`config.mk`:
```
export PLATFORM = sky130hd
export DESIGN_NAME = seq_proc
export DESIGN_NICKNAME = d
export VERILOG_FILES = /design/src/rtl/seq_proc.sv
export SDC_FILE = /design/constraint.sdc
export NUM_CORES = 1
export LEC_CHECK = 0
export BUFFER_PORTS_ARGS = -buffer_cell sky130_fd_sc_hd__buf_2
export CAP_MARGIN = 40
export CORE_ASPECT_RATIO = 0.8
export CORE_UTILIZATION = 40
export CTS_CLUSTER_SIZE = 14
export DETAILED_ROUTE_END_ITERATION = 8
export SLEW_MARGIN = 15
export SYNTH_ARGS = -nofsm -noshare
export SYNTH_HDL_FRONTEND = slang
export SYNTH_SLANG_ARGS = --single-unit
```
`constraint.sdc`:
```
create_clock -name clk -period 2.8 [get_ports clk]
set_clock_uncertainty 0.15 [all_clocks]
set_input_delay 0.42 -clock clk [delete_from_list [all_inputs] [get_ports clk]]
set_output_delay 0.42 -clock clk [all_outputs]
set_load 0.05 [all_outputs]
```
`src/rtl/seq_proc.sv`:
```
// -----------------------------------------------------------------------------
// seq_proc -- parametrised fetch/execute accumulator processor
//
// Runs a program at addresses 0..PROG_LEN-1 through one external read port and
// executes a small accumulator ISA (NOP, OUTM, LDA, ADD, OUTA, JMP, JZ, HALT).
// Results leave on a valid/ready port; the core stalls while the consumer
// applies backpressure.
//
// Parameters
//   DATA_W    instruction/data width; opcode = instr[DATA_W-1:ADDR_W]
//   ADDR_W    memory address width;   operand = instr[ADDR_W-1:0]
//   PROG_LEN  program length; pc wraps PROG_LEN-1 -> 0
//
// Ports
//   clk        in   rising-edge clock
//   rst        in   asynchronous active-low reset
//   en         in   run enable; low holds the core in FETCH
//   mem_addr   out  memory read address (combinational from state)
//   mem_rdata  in   read data, valid in the same cycle as mem_addr
//   out        out  output data, stable while out_valid is high
//   out_valid  out  out holds a new value
//   out_ready  in   consumer accepts out when out_valid & out_ready
//   halted     out  core has executed HALT
//   trap       out  unknown opcode seen (only with SEQ_PROC_TRAP_EN)
//
// Configuration macro: SEQ_PROC_TRAP_EN
//   defined   -> unknown opcodes raise trap and halt with pc at the fault
//   undefined -> unknown opcodes execute as NOP
// -----------------------------------------------------------------------------
module seq_proc #(
    parameter int DATA_W   = 16,
    parameter int ADDR_W   = 8,
    parameter int PROG_LEN = 10
) (
    input  logic              clk,
    input  logic              rst,
    input  logic              en,
    output logic [ADDR_W-1:0] mem_addr,
    input  logic [DATA_W-1:0] mem_rdata,
    output logic [DATA_W-1:0] out,
    output logic              out_valid,
    input  logic              out_ready,
    output logic              halted
`ifdef SEQ_PROC_TRAP_EN
    ,
    output logic              trap
`endif
);

    localparam int OP_W = DATA_W - ADDR_W;

    localparam logic [1:0] ST_FETCH = 2'd0;
    localparam logic [1:0] ST_EXEC  = 2'd1;
    localparam logic [1:0] ST_WAIT  = 2'd2;
    localparam logic [1:0] ST_HALT  = 2'd3;

    localparam logic [OP_W-1:0] OPC_NOP  = OP_W'(8'h00);
    localparam logic [OP_W-1:0] OPC_OUTM = OP_W'(8'h01);
    localparam logic [OP_W-1:0] OPC_LDA  = OP_W'(8'h02);
    localparam logic [OP_W-1:0] OPC_ADD  = OP_W'(8'h03);
    localparam logic [OP_W-1:0] OPC_OUTA = OP_W'(8'h04);
    localparam logic [OP_W-1:0] OPC_JMP  = OP_W'(8'h05);
    localparam logic [OP_W-1:0] OPC_JZ   = OP_W'(8'h06);
    localparam logic [OP_W-1:0] OPC_HALT = {OP_W{1'b1}};

    logic [1:0]        state_r, state_s;
    logic [ADDR_W-1:0] pc_r, pc_s;
    logic [DATA_W-1:0] acc_r, acc_s;
    logic [DATA_W-1:0] ir_r, ir_s;
    logic [DATA_W-1:0] out_r, out_s;
    logic              out_valid_r, out_valid_s;
    logic              halted_r, halted_s;
    logic [ADDR_W-1:0] mem_addr_s;
    logic [OP_W-1:0]   opcode_s;
    logic [ADDR_W-1:0] operand_s;
`ifdef SEQ_PROC_TRAP_EN
    logic              trap_r, trap_s;
`endif

    // Sequential successor of the program counter, wrapping at PROG_LEN-1.
    function automatic logic [ADDR_W-1:0] pc_seq(input logic [ADDR_W-1:0] p);
        if (p == ADDR_W'(PROG_LEN - 1)) begin
            return {ADDR_W{1'b0}};
        end else begin
            return p + ADDR_W'(1);
        end
    endfunction

    // Jump target; targets outside the program restart it at address 0.
    function automatic logic [ADDR_W-1:0] pc_jump(input logic [ADDR_W-1:0] op);
        if ({1'b0, op} < (ADDR_W + 1)'(PROG_LEN)) begin
            return op;
        end else begin
            return {ADDR_W{1'b0}};
        end
    endfunction

    assign opcode_s  = ir_r[DATA_W-1:ADDR_W];
    assign operand_s = ir_r[ADDR_W-1:0];

    // Next-state and datapath decode for all architectural registers.
    always_comb begin
        state_s     = state_r;
        pc_s        = pc_r;
        acc_s       = acc_r;
        ir_s        = ir_r;
        out_s       = out_r;
        out_valid_s = out_valid_r;
        halted_s    = halted_r;
        mem_addr_s  = pc_r;
`ifdef SEQ_PROC_TRAP_EN
        trap_s      = trap_r;
`endif
        case (state_r)
            ST_FETCH: begin
                if (en) begin
                    ir_s    = mem_rdata;
                    state_s = ST_EXEC;
                end else begin
                    state_s = ST_FETCH;
                end
            end
            ST_EXEC: begin
                // Memory is addressed by the operand so data-reading opcodes
                // see mem[op] on mem_rdata in this same cycle.
                mem_addr_s = operand_s;
                state_s    = ST_FETCH;
                pc_s       = pc_seq(pc_r);
                case (opcode_s)
                    OPC_NOP: begin
                        pc_s = pc_seq(pc_r);
                    end
                    OPC_OUTM: begin
                        out_s       = mem_rdata;
                        out_valid_s = 1'b1;
                        pc_s        = pc_r;
                        state_s     = ST_WAIT;
                    end
                    OPC_LDA: begin
                        acc_s = mem_rdata;
                    end
                    OPC_ADD: begin
                        acc_s = acc_r + mem_rdata;
                    end
                    OPC_OUTA: begin
                        out_s       = acc_r;
                        out_valid_s = 1'b1;
                        pc_s        = pc_r;
                        state_s     = ST_WAIT;
                    end
                    OPC_JMP: begin
                        pc_s = pc_jump(operand_s);
                    end
                    OPC_JZ: begin
                        if (acc_r == {DATA_W{1'b0}}) begin
                            pc_s = pc_jump(operand_s);
                        end else begin
                            pc_s = pc_seq(pc_r);
                        end
                    end
                    OPC_HALT: begin
                        halted_s = 1'b1;
                        pc_s     = pc_r;
                        state_s  = ST_HALT;
                    end
                    default: begin
`ifdef SEQ_PROC_TRAP_EN
                        trap_s   = 1'b1;
                        halted_s = 1'b1;
                        pc_s     = pc_r;
                        state_s  = ST_HALT;
`else
                        pc_s     = pc_seq(pc_r);
`endif
                    end
                endcase
            end
            ST_WAIT: begin
                // pc advances only once the consumer has taken the value.
                if (out_valid_r && out_ready) begin
                    out_valid_s = 1'b0;
                    pc_s        = pc_seq(pc_r);
                    state_s     = ST_FETCH;
                end else begin
                    state_s     = ST_WAIT;
                end
            end
            ST_HALT: begin
                state_s = ST_HALT;
            end
            default: begin
                state_s = ST_FETCH;
            end
        endcase
    end

    // Architectural register update with asynchronous active-low reset.
    always_ff @(posedge clk or negedge rst) begin
        if (!rst) begin
            state_r     <= ST_FETCH;
            pc_r        <= {ADDR_W{1'b0}};
            acc_r       <= {DATA_W{1'b0}};
            ir_r        <= {DATA_W{1'b0}};
            out_r       <= {DATA_W{1'b0}};
            out_valid_r <= 1'b0;
            halted_r    <= 1'b0;
`ifdef SEQ_PROC_TRAP_EN
            trap_r      <= 1'b0;
`endif
        end else begin
            state_r     <= state_s;
            pc_r        <= pc_s;
            acc_r       <= acc_s;
            ir_r        <= ir_s;
            out_r       <= out_s;
            out_valid_r <= out_valid_s;
            halted_r    <= halted_s;
`ifdef SEQ_PROC_TRAP_EN
            trap_r      <= trap_s;
`endif
        end
    end

    assign mem_addr  = mem_addr_s;
    assign out       = out_r;
    assign out_valid = out_valid_r;
    assign halted    = halted_r;
`ifdef SEQ_PROC_TRAP_EN
    assign trap      = trap_r;
`endif

endmodule

```
# Yosys cells after proc, flatten, opt, wreduce, memory -nomap -nowiden
# Index checks and enable logic that the tools add are counted.
totals:
  ff_bits: 60
  input_bits: 20
  out_inout_bits: 26
  elab_cells: 54
op_classes:
  add_sub_neg: 2
  order_cmp: 1
  eq_ne: 14
  mux: 16
  n_reduce_logical: 14
op_table:
  columns: ["cell", "n"]
  rows:
  - ["case mux 16 bit (2 select lines)", 2]
  - ["2-to-1 mux 8 bit", 5]
  - ["equality test 8 x 3 -> 1 bit, second input constant", 3]
  - ["case mux 8 bit (3 select lines)", 1]
  - ["adder 16 bit", 1]
  - ["equality test 8 x 2 -> 1 bit, second input constant", 2]
  - ["zero test 16 bit", 1]
  - ["case mux 8 bit (2 select lines)", 1]
  - ["adder 8 x 1 -> 8 bit, second input constant", 1]
  - ["equality test 8 x 1 -> 1 bit, second input constant", 1]
  - ["equality test 8 x 4 -> 1 bit, second input constant", 1]
  - ["equality test 8 bit, second input constant", 1]
  - ["less-than comparator 8 x 4 -> 1 bit, second input constant", 1]
  - ["case mux 2 bit (4 select lines)", 1]
  - ["AND reduction 2 bit", 4]
  - ["inequality test 2 bit, second input constant", 3]
  - ["AND reduction 3 bit", 2]
  - ["nonzero test 2 bit", 3]
  - ["equality test 2 bit, second input constant", 2]
  - ["case mux 2 bit (2 select lines)", 1]
  - ["2-to-1 mux 1 bit", 3]
  - ["OR reduction 3 bit", 1]
  - ["equality test 2 x 1 -> 1 bit, second input constant", 1]
  - ["zero test 2 bit", 1]
  - ["4 further kinds", 4]

# Depth between registers and ports, before layout
# Gate-level depths: netlist (run 1).
logic_depth:
  depth_word: 5
  depth_mapped: 9
  depth_no_buf: 9

# Least setup slack after synthesis (run 1)
# OpenSTA, ideal clock, no wires.
synth_timing:
  kind: "flip-flop to output port"
  from: "register state_r[0]"
  to: "output port mem_addr[1]"
  arrival_ns: 1.881
  required_ns: 2.230
  setup_slack_ns: 0.349
  stages_incl_launch_ff: 4
  n_path_buf: 1
  path_cell_list: "dfrtp_1 > nor2b_1 > clkbuf_1 > o21ai_0"
synth_between:
  elab_chain_cells: 2
synth_rtl:
  columns: ["item", "line", "text"]
  rows:
  - ["start: declaration", "66", "logic [1:0] state_r, state_s;"]
  - ["start signal: assignment", "211", "state_r <= state_s;"]
  - ["equality test 2 x 1 -> 1 bit", "114", "case (state_r)"]
  - ["2-to-1 mux 8 bit", "114", null]
  - ["end: declaration", "38", "output logic [ADDR_W-1:0] mem_addr,"]
# No other way between the ends.

# Worst setup path after layout (run 1)
layout_timing:
  from: "register acc_r[0]"
  to: "register acc_r[14]"
layout_between:
  elab_chain_cells: 2
layout_rtl:
  columns: ["item", "line", "text"]
  rows:
  - ["start: declaration", "68", "logic [DATA_W-1:0] acc_r, acc_s;"]
  - ["start signal: assignment", "202", "acc_r <= {DATA_W{1'b0}};"]
  - ["start signal: assignment", "213", "acc_r <= acc_s;"]
  - ["adder 16 bit", "143", "acc_s = acc_r + mem_rdata;"]
  - ["case mux 16 bit (2 select lines)", "129", "case (opcode_s)"]
# No other way between the ends.
# A chain may end at the register's enable or synchronous reset.

==> reports/summary.txt, run 1 <==
critical path's slowest cell: fa_1
DP HPWL: 7120 um
initial antenna violation count: 0
Hold Fails Final Rpt: 25
Clock power frac: 0.483
post-synthesis compound-gate area fraction: 0.191
setup tns final: 0 ns
Leak Pwr: 1.92 nW
Startpoint Class: flop
H-Tree Depth: 3
initial drt markers: 223
first-pass GRT wire length: 15800 um
num rows: 31
CTS tree: yes
Longest Clk Path Bufs: 2
Inserted Diodes: 0
area leader, netlist: dfrtp_1
post-cts sizing count: 0
Post-synth EDFFs: 0
Rel. slew slack: 0.542
Clock transition at path regs: 0.06 ns
Synth top area share: 0.403
launch point of the worst path: acc_r[0]
Via density: 5.56
Num Clock Sinks: 60
initial cell density of the core: 0.412
Num CTS Buffers: 9
part of the power in combinational logic: 0.099
sequential area share after synthesis: 0.403
WL final: 9480 um
# setup viols final: 0
Overall Power: 2.14 mW
sw frac: 0.248
fin crit share: 0.947
main combinational cell family by area after synthesis: simple AND/OR/NAND/NOR gates
status: finished, violations left
critical path peak fanout: 4
fmax: 377 MHz
final hold slack: -0.0202 ns
setup bufs post-CTS: 0
R2R Path Start: acc_r[0]
IO Pins: 46
worst reg2reg path depth: 9
Worst Path Arrival: 2.76 ns
critical path class: reg2reg
Top FF cell, synth: dfrtp_1
WL per Instance: 16.8 um
Cell Area, Synth: 3720 um^2
Die H: 88.3 um
Reg power frac: 0.419
Worst-Margin Slew: 0.688 ns
clk root buf: clkbuf_16
total number of vias: 3137
Post-CTS Hold Buffers: 0
Post-Synth Adder-Cell Area: 0.0625
dpl cells: 549
CP Cell Sequence: ha_1 > fa_1 > a21o_1 > a21oi_1 > o21ai_0 > a31oi_1 > o21ai_0 > xnor2_1 > a21oi_1
mux cell area share after synthesis: 0.0941
sw power: 0.529 mW
Power Density: 484 nW/um^2
Final min period: 2.65 ns
FF+latch count, synth: 60
top post-synthesis cells by area: dfrtp_1 40%, nand2_1 6.8%, ha_1 5.7%, o21ai_0 5.0%, mux2_2 4.8%
Peak VDD IR: 0.000317 V
Hold Crit Class: in2async
failing checks: negative hold slack
Synth Area in Simple Gates: 0.193
# fillers: 862
gr ovfl total: 0
synthesized area per cell: 9.55 um^2
WP data required: 2.91 ns
largest stage delay on the critical path: 0.42 ns
DR pass1 iterations: 5
Final GP Congestion: 0.898
Synth cell types: 60
core box area: 9040 um^2
Total GRT Usage: 0.219
max_cap viols: 0
DRC viols: 0
die width: 110 um
Pint: 1.61 mW
largest net degree at the start of global routing: 34
Final nets: 483
ys async rst share: 1.00
Port Buffers: 45
Die ar.: 9700 um^2
vias in the first global route: 3010
Syn Inst Count: 390
antenna-violating nets left: 0
Ys Warns: 0
Area Overhead vs Synth: 18.5%
RSZ-0062 raised after global routing: false
CP endpoint kind: flop
Slew Viols, Final: 0
XOR/XNOR Fraction of Synth Area: 0.0329
fraction of layout cells with a size suffix above 1: 0.243
syn nets: 428
Skew-Pair Late Insertion Delay: 0.33 ns
post-route insts no fill: 564
-- worst paths after layout --
path | slack (ns) | endpoint
worst max-delay path | 0.15 | acc_r[14]
worst min-delay path | -0.02 | out[6]
worst max register to register | 0.15 | acc_r[14]
worst min register to register | 0.31 | halted
max in group asynchronous | 1.90 | pc_r[0]
min in group clk | 0.24 | ir_r[9]
-- cell usage in the layout (no fill, tap or decap), drive strengths merged, types with 7 or more instances in the layout --
cell type / Yosys / routed
mux2: 16 / 16
nor3: 9 / 9
nand2: 68 / 68
nand3: 10 / 10
nor2: 9 / 9
o22ai: 9 / 9
xor2: 8 / 8
a21o: 7 / 7
ha: 17 / 17
a21oi: 20 / 20
mux2i: 17 / 17
o21ai: 49 / 49
buf: 4 / 58
clkbuf: 10 / 11
dfrtp: 60 / 60
-- through the flow --
step	utilization	cell area, um^2	setup WS, ns
CTS	0.488	4410	0.175
floorplan	-	3720	0.349
global route	0.488	4410	0.0463
finish	0.488	4410	0.148
global placement	0.458	4140	0.133
detailed placement	0.458	4140	0.0523
-- registers in the layout, indices dropped and copies added (netlist names) --
register / cells
acc_r: 16
halted: 1
ir_r: 16
out: 16
out_valid: 1
pc_r: 8
state_r: 2
-- final cells by class --
type	instances	area, um^2	share of cell area
clock buffer	11	253	0.0573
clock inverter	4	25.0	0.00567
inverter	5	18.8	0.00425
multi-input combinational	311	2140	0.484
sequential	60	1500	0.340
tap	115	144	0.0326
timing repair buffer	58	335	0.0760
-- cells in the mapped netlist, types with 3 or more instances --
library cell,n
nand2_1,67
dfrtp_1,60
o21ai_0,37
a21oi_1,18
ha_1,17
mux2i_1,17
mux2_2,16
clkbuf_1,10
nand3_1,10
o21ai_1,10
nor2_1,9
o22ai_1,9
nor3_1,8
xor2_1,8
a21o_1,7
and3_1,6
nand2b_1,6
xnor2_1,6
inv_1,5
nor4_1,5
a221o_1,4
nor2b_1,4
or3_1,4
a31oi_1,3
nand4_1,3
nor3b_1,3
-- layer usage --
| metal | routed length (um) | global-route usage | part of all wire |
|---|---|---|---|
| met1 | 4720 | 0.321 | 0.50 |
| met2 | 4080 | 0.316 | 0.43 |
| met3 | 554 | 0.0560 | 0.058 |
| met4 | 117 | 0.0691 | 0.012 |
| met5 | 0 | 0 | 0 |
-- power groups by stage --
| stage | sequential, mW | clock, mW | combinational, mW |
|---|---|---|---|
| after detailed placement | 0.910 | 0 | 0.212 |
| after CTS | 0.895 | 1.06 | 0.213 |
| after floorplan | 0.904 | 0 | 0.135 |
| after global placement | 0.910 | 0 | 0.210 |
| after global routing | 0.896 | 1.09 | 0.237 |
| final | 0.895 | 1.03 | 0.211 |
-- kinds of logic (layout without fill, tap and decap cells) --
kind of cell             after synthesis  in the layout
AND/OR/NAND/NOR                      139            139
XOR/XNOR                              14             14
AO/OA/AOI/OAI                        107            107
buffers and inverters                 19             78
adder cells (fa/ha/maj)               18             18
multiplexers                          33             33
flip-flops                            60             60
-- critical path, delay by kind of cell, from the launching register on --
family	cells	cell delay (ns)
adders and majority gates	2	0.67
DFF	1	0.41
xor gates and xnor gates	1	0.14
AOI/OAI and AO/OA	6	1.20
No activity file was read; power rests on OpenSTA's default activity.
==> run 2, diff against run 1 <==
--- a/config.mk
+++ b/config.mk
@@ -6,11 +6,12 @@
 export NUM_CORES = 1
 export LEC_CHECK = 0
 export BUFFER_PORTS_ARGS = -buffer_cell sky130_fd_sc_hd__buf_2
-export CAP_MARGIN = 40
 export CORE_ASPECT_RATIO = 0.8
 export CORE_UTILIZATION = 40
+export CTS_CLUSTER_DIAMETER = 150
 export CTS_CLUSTER_SIZE = 14
 export DETAILED_ROUTE_END_ITERATION = 8
+export SETUP_SLACK_MARGIN = 0.3
 export SLEW_MARGIN = 15
 export SYNTH_ARGS = -nofsm -noshare
 export SYNTH_HDL_FRONTEND = slang
==> run 2 against run 1 <==
  * The flow still finishes with violations (negative hold slack)
  * Largest cell class unchanged
  * Design area increased by 4.0%
  * Critical endpoint is now acc_r[15]
  * Hold slack got worse by 0.0037 ns
  * Sequential share of layout area shrank 1.3 points
==> reports/summary.txt, run 2 (synthesized netlist as in run 1, its figures left out) <==
largest net degree at the start of global routing: 34 (unchanged)
CP Cell Sequence: ha_1 > a211oi_2 > or2_4 > nor3_2 > or4b_4 > a31oi_4 > mux2i_1 > a221oi_2
Die ar.: 9700 um^2 (unchanged)
Final GP Congestion: 0.898 (unchanged)
fraction of layout cells with a size suffix above 1: 0.306 (+0.0636)
first-pass GRT wire length: 15900 um (+0.70%)
post-route cell area: 4590 um^2 (+4.0%)
CP endpoint kind: flop
Area Overhead vs Synth: 23.3%
Slew Viols, Final: 0 (unchanged)
Final min period: 2.42 ns (-0.235 ns)
Post-CTS Hold Buffers: 0 (unchanged)
Worst Path Arrival: 2.47 ns (-0.29 ns)
critical path class: reg2reg
clk root buf: clkbuf_16
WP data required: 2.85 ns (-0.06 ns)
H-Tree Depth: 3 (unchanged)
Hold Fails Final Rpt: 27 (+8.0%)
Port Buffers: 45 (unchanged)
largest stage delay on the critical path: 0.52 ns (+0.10 ns)
CTS tree: yes
Leak Pwr: 1.96 nW (+1.9%)
Total GRT Usage: 0.221 (+0.00175)
Inserted Diodes: 0 (unchanged)
status: finished, violations left
Peak VDD IR: 0.000321 V (+1.2%)
failing checks: negative hold slack
max_cap viols: 0 (unchanged)
Rel. slew slack: 0.545 (+0.00360)
Num Clock Sinks: 60 (unchanged)
Num CTS Buffers: 9 (unchanged)
Startpoint Class: flop
fmax: 414 MHz (+9.7%)
core box area: 9040 um^2 (unchanged)
Clock transition at path regs: 0.06 ns (about the same)
Via density: 5.57 (+0.20%)
num rows: 31 (unchanged)
initial cell density of the core: 0.412 (unchanged)
initial antenna violation count: 0 (unchanged)
die width: 110 um (unchanged)
gr ovfl total: 0 (unchanged)
critical path's slowest cell: or4b_4
total number of vias: 3188 (+1.6%)
most common cell after layout, fill and taps aside: nand2_1
initial drt markers: 230 (+3.1%)
Post-Place Cell Area: 4140 um^2 (unchanged)
Die H: 88.3 um (unchanged)
vias in the first global route: 3031 (+0.70%)
fin crit share: 0.863 (-0.0839)
Worst-Margin Slew: 0.682 ns (-0.00539 ns)
RSZ-0062 raised after global routing: false
DRC viols: 0 (unchanged)
Hold Crit Class: in2async
Longest Clk Path Bufs: 2 (unchanged)
WL final: 9830 um (+3.7%)
Power Density: 470 nW/um^2 (-2.9%)
critical path peak fanout: 2 (-2)
DP HPWL: 7120 um (unchanged)
WL per Instance: 17.2 um (+2.3%)
most frequent cells in the layout: 67 x nand2_1, 58 x dfrtp_1, 45 x buf_2, 35 x o21ai_0, 20 x buf_4
# setup viols final: 0 (unchanged)
Skew-Pair Late Insertion Delay: 0.33 ns (about the same)
final hold slack: -0.0239 ns (-0.00371 ns)
antenna-violating nets left: 0 (unchanged)
IO Pins: 46 (unchanged)
DR pass1 iterations: 5 (unchanged)
setup tns final: 0 ns (unchanged)
Final nets: 491 (+1.7%)
## run 2: changes by cell type in the layout (fill, tap and decap cells not counted), sizes merged
cell and change:
buf +8
## run 2: timing repair
item	CTS	global route
resized for setup	4	22
hold endpoints to repair	0	0
pin swaps	5	4
setup endpoints to repair	4	11
setup buffers	4	4
## run 2: final timing paths
| path | slack (ns) | from | cells after the start | endpoint |
|---|---|---|---|---|
| worst max-delay path | 0.38 | acc_r[1] | 8 | acc_r[15] |
| worst min-delay path | -0.02 | rst | 1 | out[6] |
| worst max register to register | 0.38 | acc_r[1] | 8 | acc_r[15] |
| worst min register to register | 0.31 | halted | 1 | halted |
| max in group asynchronous | 1.90 | rst | 2 | acc_r[1] |
| min in group clk | 0.24 | mem_rdata[13] | 2 | ir_r[13] |
## run 2: critical path: cells and delay by family (launching register included)
| kind | cells | cell delay (ns) |
|---|---|---|
| and+or+nand+nor | 3 | 0.75 |
| AOI/OAI and AO/OA | 3 | 0.45 |
| DFF | 1 | 0.40 |
| adders and majority gates | 1 | 0.31 |
| muxes | 1 | 0.23 |
## run 2: through the flow
step	hold slack (ns)	worst slack, ns	power, mW	util	std cells
after floorplan	-0.0256	0.349	1.04	-	390
after global placement	0.304	0.133	1.12	0.458	549
after detailed placement	0.308	0.0523	1.12	0.458	549
after CTS	0.00145	0.305	2.17	0.493	568
after global routing	0.0409	0.282	2.25	0.508	572
final	-0.0239	0.383	2.16	0.508	572
## run 2: layout make-up
class	count	area [um^2]
fillers	842	4450
multi-input cells	311	2250
flip-flops and latches	60	1500
repair buffers	66	395
clock buffers	11	253
well taps	115	144
clock inverters	4	25.0
inverters	5	18.8
## run 2: power by group
group / leakage, nW / total (mW) / switching, mW / internal (mW)
logic: 1.19 / 0.231 / 0.128 / 0.103
registers: 0.638 / 0.895 / 0.0154 / 0.880
clock network: 0.133 / 1.03 / 0.395 / 0.638
total: 1.96 / 2.16 / 0.539 / 1.62
## run 2: layer usage
| layer | vias up | track usage | part of all wire |
|---|---|---|---|
| met5 | - | 0 | 0 |
| met4 | 0 | 0.0655 | 0.013 |
| met3 | 12 | 0.0560 | 0.061 |
| met2 | 93 | 0.322 | 0.43 |
| met1 | 1530 | 0.322 | 0.49 |
| li1 | 1553 | - | - |
==> run 3, diff against run 2 <==
--- a/config.mk
+++ b/config.mk
@@ -11,6 +11,7 @@
 export CTS_CLUSTER_DIAMETER = 150
 export CTS_CLUSTER_SIZE = 14
 export DETAILED_ROUTE_END_ITERATION = 8
+export RECOVER_POWER = 100
 export SETUP_SLACK_MARGIN = 0.3
 export SLEW_MARGIN = 15
 export SYNTH_ARGS = -nofsm -noshare
==> run 3 against run 2 <==
  * The flow finishes with violations (max-capacitance violations, max-slew violations)
  * Critical path depth grew 1
  * Hold slack improved by 0.26 ns
  * Design area down 2.5%
  * First-iteration DRC count fell by 12%
  * Register-to-register slack worse by 0.07 ns
  * Fmax down 2.9%
  * Clock-buffer cell count stayed put
  * Via count up 0.85%
  * Power fell by 0.36%
  * Utilization is 1.2 points lower
  * Global-route usage unchanged
  * Die area stayed put
==> reports/summary.txt, run 3 (synthesized netlist as in run 1, its figures left out) <==
hold depth: 2
initial drt markers: 203 (-12%)
Worst Path Arrival: 2.60 ns (+0.13 ns)
final hold slack: 0.240 ns (+0.264 ns)
initial antenna violation count: 0 (unchanged)
sw frac: 0.249 (-0.000742)
core box area: 9040 um^2 (unchanged)
IO Pins: 46 (unchanged)
setup tns final: 0 ns (unchanged)
# setup viols final: 0 (unchanged)
critical path's slowest cell: dfrtp_1
DP HPWL: 7120 um (unchanged)
H-Tree Depth: 3 (unchanged)
Hold Crit Class: in2reg
fmax: 402 MHz (-2.9%)
Place WS: 0.0523 ns (unchanged)
Peak VDD IR: 0.000324 V (+1.0%)
initial cell density of the core: 0.412 (unchanged)
Worst-Margin Slew: 1.65 ns (+0.971 ns)
Final nets: 491 (unchanged)
Rel. slew slack: -0.102 (-0.647)
critical path peak fanout: 4 (+2)
dpl cells: 549 (unchanged)
Startpoint Class: flop
DR pass1 iterations: 5 (unchanged)
CP Cell Sequence: ha_2 > fa_2 > a21o_1 > a21oi_1 > o21ai_1 > a31oi_1 > o21ai_0 > xnor2_1 > a21oi_1
largest stage delay on the critical path: 0.42 ns (-0.10 ns)
Die ar.: 9700 um^2 (unchanged)
most common cell after layout, fill and taps aside: nand2_1
Inserted Diodes: 0 (unchanged)
most frequent cells in the layout: 68 x nand2_1, 58 x dfrtp_1, 43 x o21ai_0, 29 x clkbuf_1
WL per Instance: 17.2 um (unchanged)
total number of vias: 3215 (+0.85%)
Reg power frac: 0.415 (about the same)
# fillers: 865 (+2.7%)
Num Clock Sinks: 60 (unchanged)
max_cap viols: 1 (+1)
Port Buffers: 45 (unchanged)
Via density: 5.62 (+0.85%)
Pint: 1.62 mW (-0.26%)
Overall Power: 2.15 mW (-0.36%)
r2r setup slk: 0.31 ns (-0.07 ns)
CP dominant cell by count: a21oi_1
critical path class: reg2reg
gr ovfl total: 0 (unchanged)
DRC viols: 0 (unchanged)
Hold Fails Final Rpt: 0 (-100%)
status: finished, violations left
Final GP Congestion: 0.898 (unchanged)
Power Density: 480 nW/um^2 (+2.1%)
RSZ-0062 raised after global routing: false
final core utilization: 0.496 (-0.0125)
failing checks: max-capacitance violations, max-slew violations
Post-Place Cell Area: 4140 um^2 (unchanged)
fin crit share: 0.889 (+0.0257)
vias in the first global route: 3031 (unchanged)
WP data required: 2.91 ns (+0.06 ns)
antenna-violating nets left: 0 (unchanged)
post-route insts no fill: 572 (unchanged)
clk root buf: clkbuf_16
CTS tree: yes
post-route cell area: 4480 um^2 (-2.5%)
part of the power in combinational logic: 0.103 (-0.004)
Slew Viols, Final: 28 (+28)
WL final: 9830 um (unchanged)
Num CTS Buffers: 9 (unchanged)
first-pass GRT wire length: 15900 um (unchanged)
Longest Clk Path Bufs: 2 (unchanged)
CP endpoint kind: flop
Final min period: 2.49 ns (+0.0720 ns)
Leak Pwr: 1.90 nW (-3.0%)
die width: 110 um (unchanged)
Die H: 88.3 um (unchanged)
PnR worst setup slack: 0.311 ns (-0.0720 ns)
Clock transition at path regs: 0.06 ns (about the same)
num rows: 31 (unchanged)
worst reg2reg path depth: 9 (+1)
Skew-Pair Late Insertion Delay: 0.33 ns (about the same)
sw power: 0.536 mW (-0.65%)
Clock power frac: 0.481 (+0.003)
fraction of layout cells with a size suffix above 1: 0.217 (-0.0897)
Area Overhead vs Synth: 20.3%
largest net degree at the start of global routing: 34 (unchanged)
Total GRT Usage: 0.221 (unchanged)
==> run 3: changes by cell type in the layout (fill, tap and decap cells not counted), moves of 2 or more <==
| cell | change |
|---|---|
| clkbuf_1 | +29 |
| o21ai_1 | -7 |
| o21ai_0 | +8 |
| buf_2 | -27 |
| buf_4 | -2 |
| nor3_1 | +3 |
| nor3_2 | -2 |
==> run 3: worst paths after layout <==
check	from	end
max	acc_r[0]	acc_r[14]
min	mem_rdata[9]	ir_r[9]
max reg2reg	acc_r[0]	acc_r[14]
min reg2reg	halted	halted
max in group asynchronous	rst	state_r[1]
min in group asynchronous	rst	out[6]
==> run 3: repair_timing <==
action | 4_1_cts | 5_1_grt
pin swaps | 5 | 4
resized for setup | 4 | 22
endpoints found under the setup margin | 4 | 11
hold buffers | 0 | 0
setup buffers | 4 | 4
==> run 3: power groups by stage <==
stage	Combinational (mW)	Sequential (mW)	Clock, mW
after floorplan	0.135	0.904	0
after global placement	0.210	0.910	0
after detailed placement	0.212	0.910	0
after CTS	0.218	0.895	1.06
after global routing	0.248	0.895	1.09
final	0.222	0.894	1.04
==> run 3: layout make-up <==
| cell class | count | area (um^2) | area share |
|---|---|---|---|
| multi-input cells | 311 | 2180 | 0.487 |
| flip-flops and latches | 60 | 1500 | 0.336 |
| repair buffers | 66 | 354 | 0.0791 |
| clock buffers | 11 | 253 | 0.0564 |
| well taps | 115 | 144 | 0.0321 |
| clock inverters | 4 | 25.0 | 0.00559 |
| inverters | 5 | 18.8 | 0.00419 |
==> run 3: worst max-delay path: cells and delay by family, from the launching register on <==
family | cells | cell delay [ns]
fa+ha+maj | 2 | 0.58
xor+xnor | 1 | 0.14
compound gates | 6 | 1.13
flops | 1 | 0.42
==> run 3: metal layers <==
| layer | global-route usage | wire [um] |
|---|---|---|
| met1 | 0.322 | 4800 |
| met2 | 0.322 | 4270 |
| met3 | 0.0560 | 644 |
| met4 | 0.0655 | 116 |
| met5 | 0 | 0 |
